[config.mk]
export PLATFORM = sky130hd
export DESIGN_NAME = guess_sequencer
export DESIGN_NICKNAME = d
export VERILOG_FILES = /design/src/rtl/gs_pkg.sv /design/src/rtl/gs_scoreboard.sv /design/src/rtl/guess_sequencer.sv
export SDC_FILE = /design/constraint.sdc
export NUM_CORES = 1
export LEC_CHECK = 0
export BUFFER_PORTS_ARGS = -buffer_cell sky130_fd_sc_hd__buf_2
export CORE_AREA = 2 2 75 77
export CTS_CLUSTER_SIZE = 40
export DETAILED_ROUTE_END_ITERATION = 8
export DIE_AREA = 0 0 77 79
export PLACE_DENSITY_LB_ADDON = 0.15
export SLEW_MARGIN = 10
export SYNTH_ARGS = -nofsm -noshare
export SYNTH_HDL_FRONTEND = slang
export SYNTH_SLANG_ARGS = --single-unit
[constraint.sdc]
create_clock -name clk -period 2.5 [get_ports clk]
set_input_delay 0.375 -clock clk [delete_from_list [all_inputs] [get_ports clk]]
set_output_delay 0.375 -clock clk [all_outputs]
set_load 0.02 [all_outputs]
[src/rtl/gs_pkg.sv]
// Shared definitions for the braille trainer answer-phase sequencer.
package gs_pkg;
    localparam int GS_NCHAR = 5;   // characters per round
    localparam int GS_CW    = 4;   // character code width
    localparam int GS_SW    = 3;   // slot index width

    typedef enum logic [2:0] {
        IDLE  = 3'd0,
        ARM   = 3'd1,
        WAIT  = 3'd2,
        CHECK = 3'd3,
        NEXT  = 3'd4,
        DONE  = 3'd5
    } gs_state_t;
endpackage

[src/rtl/gs_scoreboard.sv]
// Holds the latched round targets, compares a captured code against the
// current slot's target, and accumulates hits/score.
// The match output exists only when GUESS_RETRY_EN is defined.
module gs_scoreboard
    import gs_pkg::*;
#(
    parameter int NCHAR = GS_NCHAR,
    parameter int CW    = GS_CW
) (
    input  logic               clk,
    input  logic               rst,
    input  logic               latch,
    input  logic               clear,
    input  logic               check,
    input  logic [GS_SW-1:0]   slot,
    input  logic [CW-1:0]      code,
    input  logic [NCHAR*CW-1:0] tgt,
    output logic [NCHAR-1:0]   hits,
    output logic [2:0]         score
`ifdef GUESS_RETRY_EN
    , output logic             match
`endif
);
    logic [NCHAR*CW-1:0] tgt_r;
    logic                hit;

    assign hit = (code == tgt_r[int'(slot)*CW +: CW]);
`ifdef GUESS_RETRY_EN
    assign match = hit;
`endif

    // Targets are captured once at round start; later tgt changes are ignored.
    always_ff @(posedge clk) begin
        if (!rst)       tgt_r <= '0;
        else if (latch) tgt_r <= tgt;
    end

    // Each slot is checked at most once with a hit, so score cannot pass NCHAR.
    always_ff @(posedge clk) begin
        if (!rst) begin
            hits  <= '0;
            score <= '0;
        end else if (clear) begin
            hits  <= '0;
            score <= '0;
        end else if (check && hit) begin
            hits[slot] <= 1'b1;
            score      <= score + 3'd1;
        end
    end
endmodule

[src/rtl/guess_sequencer.sv]
// Answer-phase sequencer: walks the slots, arms the shared timer per slot,
// and scores each entry. Define GUESS_RETRY_EN to allow one retry per slot
// after a wrong entry (adds the retry output).
module guess_sequencer
    import gs_pkg::*;
#(
    parameter int NCHAR = GS_NCHAR,
    parameter int CW    = GS_CW
) (
    input  logic                clk,
    input  logic                rst,
    input  logic                allowgt,
    input  logic [NCHAR*CW-1:0] tgt,
    input  logic [CW-1:0]       guess,
    input  logic                enter,
    input  logic                timeout,
    output logic                reqtmr,
    output logic [GS_SW-1:0]    slot,
    output logic                busy,
    output logic [NCHAR-1:0]    hits,
    output logic [2:0]          score,
    output logic                done
`ifdef GUESS_RETRY_EN
    , output logic              retry
`endif
);
    gs_state_t       state, nstate;
    logic            allowgt_q, start_q;
    logic [CW-1:0]   cap;
    logic            abort, sb_latch, sb_check, cap_en, adv;
    logic            last;

    assign last  = (slot == GS_SW'(NCHAR - 1));
    assign abort = !allowgt && (state != IDLE) && (state != DONE);

`ifdef GUESS_RETRY_EN
    logic match, retry_set;
`endif

    gs_scoreboard #(.NCHAR(NCHAR), .CW(CW)) u_sb (
        .clk   (clk),
        .rst   (rst),
        .latch (sb_latch),
        .clear (sb_latch),
        .check (sb_check),
        .slot  (slot),
        .code  (cap),
        .tgt   (tgt),
        .hits  (hits),
        .score (score)
`ifdef GUESS_RETRY_EN
        , .match (match)
`endif
    );

    // Registered rising edge of allowgt starts a round; a held level does not.
    always_ff @(posedge clk) begin
        if (!rst) begin
            allowgt_q <= 1'b0;
            start_q   <= 1'b0;
        end else begin
            allowgt_q <= allowgt;
            start_q   <= allowgt && !allowgt_q;
        end
    end

    // State register.
    always_ff @(posedge clk) begin
        if (!rst) state <= IDLE;
        else      state <= nstate;
    end

    // Next-state and per-cycle strobes; an abort overrides everything.
    always_comb begin
        nstate   = state;
        reqtmr   = 1'b0;
        sb_latch = 1'b0;
        sb_check = 1'b0;
        cap_en   = 1'b0;
        adv      = 1'b0;
`ifdef GUESS_RETRY_EN
        retry_set = 1'b0;
`endif
        case (state)
            IDLE:  if (start_q) begin sb_latch = 1'b1; nstate = ARM; end
            ARM:   begin reqtmr = 1'b1; nstate = WAIT; end
            WAIT:  if (enter) begin cap_en = 1'b1; nstate = CHECK; end
                   else if (timeout) nstate = NEXT;
            CHECK: begin
                sb_check = 1'b1;
                nstate   = NEXT;
`ifdef GUESS_RETRY_EN
                if (!match && !retry) begin
                    retry_set = 1'b1;
                    nstate    = ARM;
                end
`endif
            end
            NEXT:  if (last) nstate = DONE;
                   else begin adv = 1'b1; nstate = ARM; end
            DONE:  nstate = IDLE;
            default: nstate = IDLE;
        endcase
        if (abort) begin
            nstate   = IDLE;
            reqtmr   = 1'b0;
            sb_check = 1'b0;
            cap_en   = 1'b0;
            adv      = 1'b0;
`ifdef GUESS_RETRY_EN
            retry_set = 1'b0;
`endif
        end
    end

    // Slot counter, status flags and the captured entry.
    always_ff @(posedge clk) begin
        if (!rst) begin
            slot <= '0;
            busy <= 1'b0;
            done <= 1'b0;
            cap  <= '0;
        end else begin
            if (sb_latch) begin
                slot <= '0;
                busy <= 1'b1;
                done <= 1'b0;
            end
            if (cap_en) cap  <= guess;
            if (adv)    slot <= slot + 1'b1;
            if (state == DONE) begin
                done <= 1'b1;
                busy <= 1'b0;
            end
            if (abort) busy <= 1'b0;
        end
    end

`ifdef GUESS_RETRY_EN
    // One retry per slot; the flag clears whenever a new slot begins.
    always_ff @(posedge clk) begin
        if (!rst)                retry <= 1'b0;
        else if (sb_latch || adv) retry <= 1'b0;
        else if (retry_set)      retry <= 1'b1;
    end
`endif
endmodule
======== Yosys cells after proc, flatten, opt, wreduce, memory -nomap -nowiden ========
Index checks and enable logic that the tools add are counted.
word-level totals
  register bits ........................... 42
  bits of input ports ..................... 29
  word-level logic and storage cells ...... 65
operators by class
  add/sub/neg operators ................... 2
  order comparisons ....................... 2
  eq/ne operators ......................... 10
  shift-type cells ........................ 1
  mux-type cells .......................... 23
  bitwise logic cells ..................... 2
  reduce and logical (&&, ||, !) cells .... 15
operator list
  cell                                                 number
  variable part select 20 x 6 -> 4 bit                 1
  two-way mux 3 bit                                    6
  two-way mux 1 bit                                    15
  one-hot mux 3 bit (5 select lines)                   1
  equality test 3 bit, second input constant           3
  adder 3 x 1 -> 3 bit, second input constant          2
  equality test 3 x 2 -> 1 bit, second input constant  2
  != test 3 bit, second input constant                 2
  logical AND 1 bit                                    5
  bitwise OR 5 bit                                     1
  equality test 4 bit                                  1
  < comparator 3 x 4 -> 1 bit, second input constant   1
  nonzero test 2 bit                                   2
  OR reduction 2 bit                                   2
  demux 1 bit (select 3 bit)                           1
  equality test 3 x 1 -> 1 bit, second input constant  1
  >= comparator 3 x 1 -> 1 bit, second input constant  1
  zero test 3 bit                                      1
  nonzero test 3 bit                                   1
  OR reduction 3 bit                                   1
  zero test 1 bit                                      2
  != test 2 bit, second input constant                 1
  AND reduction 2 bit                                  1
  inverter 1 bit                                       1

======== Logic depth before layout (Yosys ltp) ========
Gate-level depths: netlist (run 1).
  depth after elaboration ................. 5
  mapped depth ............................ 8
  gate-level depth less buffers ........... 7

======== By module ========
Synthesis (run 1) repeated with hierarchy kept, for this count alone.
second synthesis, totals
  cell total of the unflattened synthesis .. 213
  area total of the unflattened synthesis .. 2133.3 um^2
by module, submodules not included
  module           times used  cells each  area an instance (um^2)  seq. area each (um^2)
  gs_scoreboard    1           131         1356.3                   560.5
  guess_sequencer  1           82          777.0                    280.3

======== Least setup slack after synthesis (run 1) ========
No wires, ideal clock.
  path kind ............................... flip-flop to flip-flop
  start ................................... register slot[1]
  end ..................................... register u_sb.hits[3]
  library setup time ...................... 96 ps
  arrival ................................. 1889 ps
  slack ................................... 515 ps
  cell stages (with the launch flop) ...... 9
  buffers on the path ..................... 2
  period minus slack after synthesis ...... 1985 ps
  cell sequence ........................... dfxtp_1 buf_2 buf_2 mux2i_1 nor2_1 o21ai_0 xor2_1 nand3_4 o41ai_2
on the way
  longest elaborated chain between the ends .. 5
  elaborated cells on any way between the ends .. 9
ends and longest elaborated chain
  item                                                                                                      line                    text
  from (decl)                                                                                               guess_sequencer.sv:18   output logic [GS_SW-1:0] slot,
  from (signal assigned)                                                                                    guess_sequencer.sv:130  if (adv) slot <= slot + 1'b1;
  < comparator 3 x 4 -> 1 bit (not written as such) / >= comparator 3 x 1 -> 1 bit (equally long branches)  gs_scoreboard.sv:47     hits[slot] <= 1'b1;
  logical AND 1 bit (not written as such)                                                                   gs_scoreboard.sv:47
  two-way mux 1 bit (not written as such)                                                                   gs_scoreboard.sv:47
  demux 1 bit (select 3 bit)                                                                                --
  bitwise OR 5 bit (no line)                                                                                --
  to (signal assigned)                                                                                      gs_scoreboard.sv:41     hits <= '0;
  to (signal assigned)                                                                                      gs_scoreboard.sv:44     hits <= '0;
  to (signal, indexed assignment)                                                                           gs_scoreboard.sv:47
  to (decl)                                                                                                 gs_scoreboard.sv:18     output logic [NCHAR-1:0] hits,
Parallel ways exist; a longest one is shown, timed or not.
A chain may end at the register's enable or synchronous reset.

======== Final worst setup path (run 1) ========
  start ................................... register slot[1]
  end ..................................... register u_sb.hits[1]
The elaborated chain is that of the path after synthesis.

==> impl_metrics.toml, run 1 <==
[critical_path]
worstPathCellList = "mux4_2, nor2b_4, a31oi_4, xor2_2, nand3_4, o41ai_2"
max_stage_delay_ps = 790
cp.buffers_inverters = 0
r2r_slack_ps = 330
crit_path_max_fanout = 18
worstSetupEndpointType = "flop"
cp_data_arrival_time_ps = 2370
crit_type = "reg -> reg"
cpMaxStageDelayCell = "dfxtp_1"
start_kind = "flop"
required_ps = 2690
critical-path-top-delay-family = "flip-flops"

[global_route]
grt_usage_pct = 15.8
gr-total-overflow = 0
antenna_found_initial = 0
grt_max_degree = 23
grt_pass1_vias = 1646
grt_pass1_wl_um = 7670

[synthesis]
yosys.area_share.adder_pct = 1.83
synthSimpleGateAreaFrac_pct = 26.2
synth_ff_type = "dfxtp_1"
synth_xor_area_share_pct = 2.92
synth_compound_area_share_pct = 16.4
synth_edf_count = 0
async_flop_share_pct = 0
syn_area_per_cell_um2 = 8.60
synth_top_family_by_area = "simple AND/OR/NAND/NOR gates"
synth.distinct_cells = 39
seq_area_frac_synth_pct = 40.9
synth_seq_cells = 42
synth_area_mm2 = 0.00206
syn_inst = 239
synth_mux_area_share_pct = 8.16
yosysWarnings = 0
syn_nets = 271

[clocking]
clock_path_buffers = 2
numCtsBuffers = 5
cts_hold_buf = 0
post-cts-setup-buffers = 0
cts_root_buf = "clkbuf_8"
clk_latency_ps = 280
clkTransAtPathRegs_ps = 80
cts-resized-gates = 0
cts_tree = "yes"
htree_levels = 2
cts.sinks = 42

[status]
outcome = "finished, final reports clean"

[placement]
gp_congestion = 0.833
dpl.hpwl_um = 3300
numPortBuffers = 42
dpl_cell_area_mm2 = 0.00233

[finish]
finish.utilization_pct = 45.6
drive_above_1_share_pct = 23.0
antenna_cells = 0
area_delta_synth_final_pct = 18.4
multi_input_area_mm2 = 0.00114
layout.nets = 309
nFillCells = 565
design_area_mm2 = 0.00243
regArea_um2 = 841

[timing]
slew_viol_final = 0
fin_crit_sh_pct = 86.8
grt_setup_unrepaired = "no"
setup-tns-final_ps = 0
period_needed_ps = 2170
setup_viol = 0
hold_ws_ps = 329
max_slew.worst_pin.slew_ps = 722
hold_viol_final = 0
relSlewSlack_pct = 51.8
fmax_ghz = 0.461
worst_clock_skew_ps = 4.02

[die]
coreArea_mm2 = 0.00534
initial_core_util_pct = 38.5
ioPinCount = 43
fp.dieH_um = 79
die-area_mm2 = 0.00608
rows = 27
die_width_um = 77

[min_path]
hp-class = "in -> reg"

[detailed_routing]
firstDrtPassIters = 4
vias = 1707
viasPerCell = 4.88
wl_per_cell_um = 12.8
ant_nets = 0
routed_wl_um = 4480
drt_iter0_drc = 79
drc = 0

[job]
maxCapViolations = 0

[pwr]
power.density_mw_per_mm2 = 591
cellLeakagePower_nw = 0.986
vdd_drop_max_uv = 191
placed cells by master (no fill, tap or decap), types with 3 or more instances in the layout:
master	n
buf_4	5
mux2i_1	13
nand2b_1	7
a21oi_1	6
clkbuf_8	5
a21boi_0	20
ha_1	3
buf_2	42
dfxtp_1	42
nand2_1	56
nand3_1	5
o21ai_0	9
nor2b_1	10
and2_1	3
xor2_1	4
nor2_1	13
cell type report:
cell class	count	share of cell area [%]
clock inverter	1	1.23
timing repair buffer	47	10.2
tap	72	3.70
sequential	42	34.6
clock buffer	7	3.14
inverter	2	0.308
multi-input combinational	179	46.9
through the flow:
step	setup WS (ps)	std cells	power, mW
6_report	329	350	1.44
4_1_cts	325	350	1.46
3_5_place_dp	357	342	0.938
5_1_grt	189	350	1.52
2_1_floorplan	515	239	0.874
3_3_place_gp	405	342	0.937
report_power, final:
part,total (mW),switching (mW),internal [mW],leakage (nW)
clock network,0.518,0.219,0.299,0.0524
registers,0.732,0.0309,0.701,0.341
logic,0.188,0.105,0.0836,0.592
path summary, 6_finish.rpt:
| check | startpoint | end | cells past startpoint |
|---|---|---|---|
| hold reg to reg | allowgt_q | start_q | 1 |
| hold / removal | tgt[13] | u_sb.tgt_r[13] | 3 |
| setup reg to reg | slot[1] | u_sb.hits[1] | 6 |
| setup / recovery | slot[1] | u_sb.hits[1] | 6 |
per-layer routing:
layer | track usage, % | up-vias | share of wire, %
li1 | - | 878 | -
met1 | 21.3 | 786 | 50
met2 | 26.0 | 39 | 46
met3 | 2.73 | 4 | 3.2
met4 | 4.82 | 0 | 0.85
met5 | 0 | - | 0
Yosys cell counts (3+ instances only):
| master | n | area (µm²) |
|---|---|---|
| clkbuf_1 | 10 | 37.5 |
| xor2_1 | 4 | 35.0 |
| dfxtp_1 | 42 | 841 |
| o21ai_0 | 9 | 45.0 |
| nand2_1 | 56 | 210 |
| ha_1 | 3 | 37.5 |
| buf_2 | 5 | 25.0 |
| nand2b_1 | 7 | 43.8 |
| mux2i_1 | 13 | 130 |
| a21oi_1 | 6 | 30.0 |
| and2_1 | 3 | 18.8 |
| a21boi_0 | 20 | 150 |
| nand3_1 | 5 | 25.0 |
| nor2b_1 | 10 | 62.6 |
| nor2_1 | 13 | 48.8 |
state kept, by name, summed over array words and instances (netlist names):
signal	cells
slot	3
u_sb.score	3
state	3
u_sb.tgt_r	20
u_sb.hits	5
busy	1
allowgt_q	1
done	1
start_q	1
cap	4
logic make-up after synthesis:
kind of cell               count (synthesis)
and+or+nand+nor                          110
AOI/OAI and AO/OA                         45
DFF                                       42
buffers and inverters                     18
muxes                                     15
xor gates and xnor gates                   6
adders and majority gates                  3
tightest hold or removal path, stage by stage:
cell and delay (ps):
buf_2 90, nand2_1 40, a21boi_0 60
Power figures use the tool's default switching activity.
==> inputs of run 2 (changes only) <==
- ABC_AREA: default -> 1
- CORE_AREA: 2 2 75 77 -> 2 2 74 76
- DIE_AREA: 0 0 77 79 -> 0 0 76 78
- PLACE_DENSITY: default -> 0.68
- PLACE_DENSITY_LB_ADDON: 0.15 -> default
- SLEW_MARGIN: 10 -> 20
==> impl_metrics.toml, run 2 <==
[global_route]
grt_max_degree = 43
grt_pass1_vias = 1688
antenna_found_initial = 0
grt_usage_pct = 15.6
grt_pass1_wl_um = 7580
gr-total-overflow = 0

[clocking]
clock_path_buffers = 2
post-cts-setup-buffers = 0
cts_root_buf = "clkbuf_8"
htree_levels = 2
clk_latency_ps = 290
clkTransAtPathRegs_ps = 80
cts_hold_buf = 0
cts-resized-gates = 0
cts_tree = "yes"
numCtsBuffers = 5
cts.sinks = 42

[synthesis]
yosysWarnings = 0
synth.distinct_cells = 30
synth_seq_cells = 42
yosysTopAreaCell = "dfxtp_1"
synth_area_mm2 = 0.00201
yosysMostFrequentCell = "inv_1"
yosys-top-cells-area = "dfxtp_1 42%, a21oi_1 8.9%, inv_1 8.0%"
synth_ff_type = "dfxtp_1"
yosys-top-cells-count = "43 x inv_1, 42 x dfxtp_1, 36 x a21oi_1"
syn_area_per_cell_um2 = 7.46
syn_inst = 270
async_flop_share_pct = 0
synth_edf_count = 0
syn_nets = 302
synth_top_area_share_pct = 41.7
seq_area_frac_synth_pct = 41.7

[pwr]
power.density_mw_per_mm2 = 659
total_power_mw = 1.55
clockPowerShare_pct = 34.1
power_frac_seq_pct = 48.4
intPower_mw = 1.11
vdd_drop_max_uv = 322
combPwrFrac_pct = 17.5
switching_share_pct = 28.2
cellLeakagePower_nw = 1.07
switchingPower_mw = 0.438

[die]
ioPinCount = 43
coreArea_mm2 = 0.00504
fp.dieH_um = 78
rows = 26
die-area_mm2 = 0.00593
die_width_um = 76
initial_core_util_pct = 40.0

[placement]
numPortBuffers = 42
gp_congestion = 0.854
dpl.hpwl_um = 3280

[critical_path]
cp_data_arrival_time_ps = 2050
r2r_slack_ps = 630
worstSetupEndpointType = "flop"
start_kind = "flop"
required_ps = 2670
crit_type = "reg -> reg"
reg2regPathDepth = 11
crit_path_max_fanout = 14
r2r_end = "u_sb.score[2]"
reg2reg_from = "slot[0]"

[timing]
worst_clock_skew_ps = 7.19
grt_setup_unrepaired = "no"
period_needed_ps = 1870
fmax_ghz = 0.534
relSlewSlack_pct = 65.7
max_slew.worst_pin.slew_ps = 513
fin_crit_sh_pct = 74.9
hold_viol_final = 0
setup-tns-final_ps = 0
slew_viol_final = 0
setup_viol = 0

[finish]
largest_reg_flops = 20
area_delta_synth_final_pct = 16.9
layout.nets = 341
top_register = "u_sb.tgt_r"
final_common_cell = "inv_1"
antenna_cells = 0
final_cell_mix = "43 x inv_1, 42 x dfxtp_1, 42 x buf_2, 36 x a21oi_1, 29 x nand2_1"
drive_above_1_share_pct = 23.2
top_regs = "u_sb.tgt_r: 20 flops, u_sb.hits: 5 flops, cap: 4 flops"

[detailed_routing]
ant_nets = 0
firstDrtPassIters = 4
drc = 0
wl_per_cell_um = 11.4
vias = 1843
viasPerCell = 4.85
drt_iter0_drc = 110
routed_wl_um = 4320

[min_path]
hp-class = "in -> reg"
worstHoldStart = "allowgt"
min_to = "allowgt_q"
min_path_cells = 3

[job]
maxCapViolations = 0

[status]
outcome = "finished, final reports clean"
==> run 2: cell count changes in the layout (fill, tap and decap cells not counted), moves of 6 or more <==
cell,previous run,this run
nand2b_1,7,0
a21oi_1,6,36
mux2i_1,13,0
a21boi_0,20,0
inv_1,2,43
nand2_1,56,29
o21ai_0,9,27
nand4_1,2,8
nor2b_1,10,0
nand3_1,5,19
==> run 2: how the worst max path moves through the flow <==
stage | from | endpoint | slack [ps] | cells after the start
6_report | slot[0] | u_sb.score[2] | 630 | 11
5_1_grt | slot[0] | u_sb.score[2] | 380 | 11
4_1_cts | slot[0] | u_sb.score[2] | 630 | 11
3_5_place_dp | slot[0] | u_sb.score[2] | 650 | 11
3_3_place_gp | slot[0] | u_sb.score[0] | 660 | 9
2_1_floorplan | slot[0] | slot[2] | 880 | 9
==> run 2: layout make-up <==
cell class | count | area, µm²
Clock buffer | 6 | 72.6
Clock inverter | 2 | 37.5
Fill cell | 524 | 2690
Inverter | 46 | 180
Multi-Input combinational cell | 171 | 918
Sequential cell | 42 | 841
Tap cell | 70 | 87.6
Timing Repair Buffer | 43 | 218
==> run 2: kinds of logic after synthesis <==
logic type                 synth area share [%]
and+or+nand+nor                            24.6
DFF                                        41.7
buffers and inverters                      12.7
xor gates and xnor gates                  0.435
adders and majority gates                  1.86
AOI/OAI and AO/OA                          18.7
==> run 2: critical path: stages, from the launching register on <==
cell,delay [ps]
dfxtp_1,650
inv_6,130
nand3_1,180
nor2_1,70
nor2_2,140
nand2_1,70
nand2_1,70
nand2_1,60
nor2_2,140
nand3_1,110
nand2_1,80
a21oi_1,60
==> run 2: power by group through the flow <==
stage	Combinational [mW]	Clock, mW	Sequential, mW
global route	0.313	0.576	0.758
detailed placement	0.271	0	0.766
finish	0.271	0.530	0.751
floorplan	0.203	0	0.762
global placement	0.267	0	0.765
CTS	0.272	0.540	0.751
==> run 2: routing by layer <==
metal / vias up / part of all wire [%] / GRT usage (%)
li1: 967 / - / -
met5: - / 0 / 0
met3: 6 / 5.5 / 4.07
met2: 50 / 45 / 25.8
met1: 820 / 49 / 20.1
met4: 0 / 1.4 / 4.91
==> run 2: stage by stage <==
stage          cell area, µm²  worst slack [ps]  utilization, %  hold WS, ps  instances
2_1_floorplan            2010               880               -          368        270
3_3_place_gp             2240               660            44.5          371        372
3_5_place_dp             2240               649            44.5          378        372
4_1_cts                  2350               635            46.7          296        380
5_1_grt                  2350               376            46.7          305        380
6_report                 2350               627            46.7          298        380
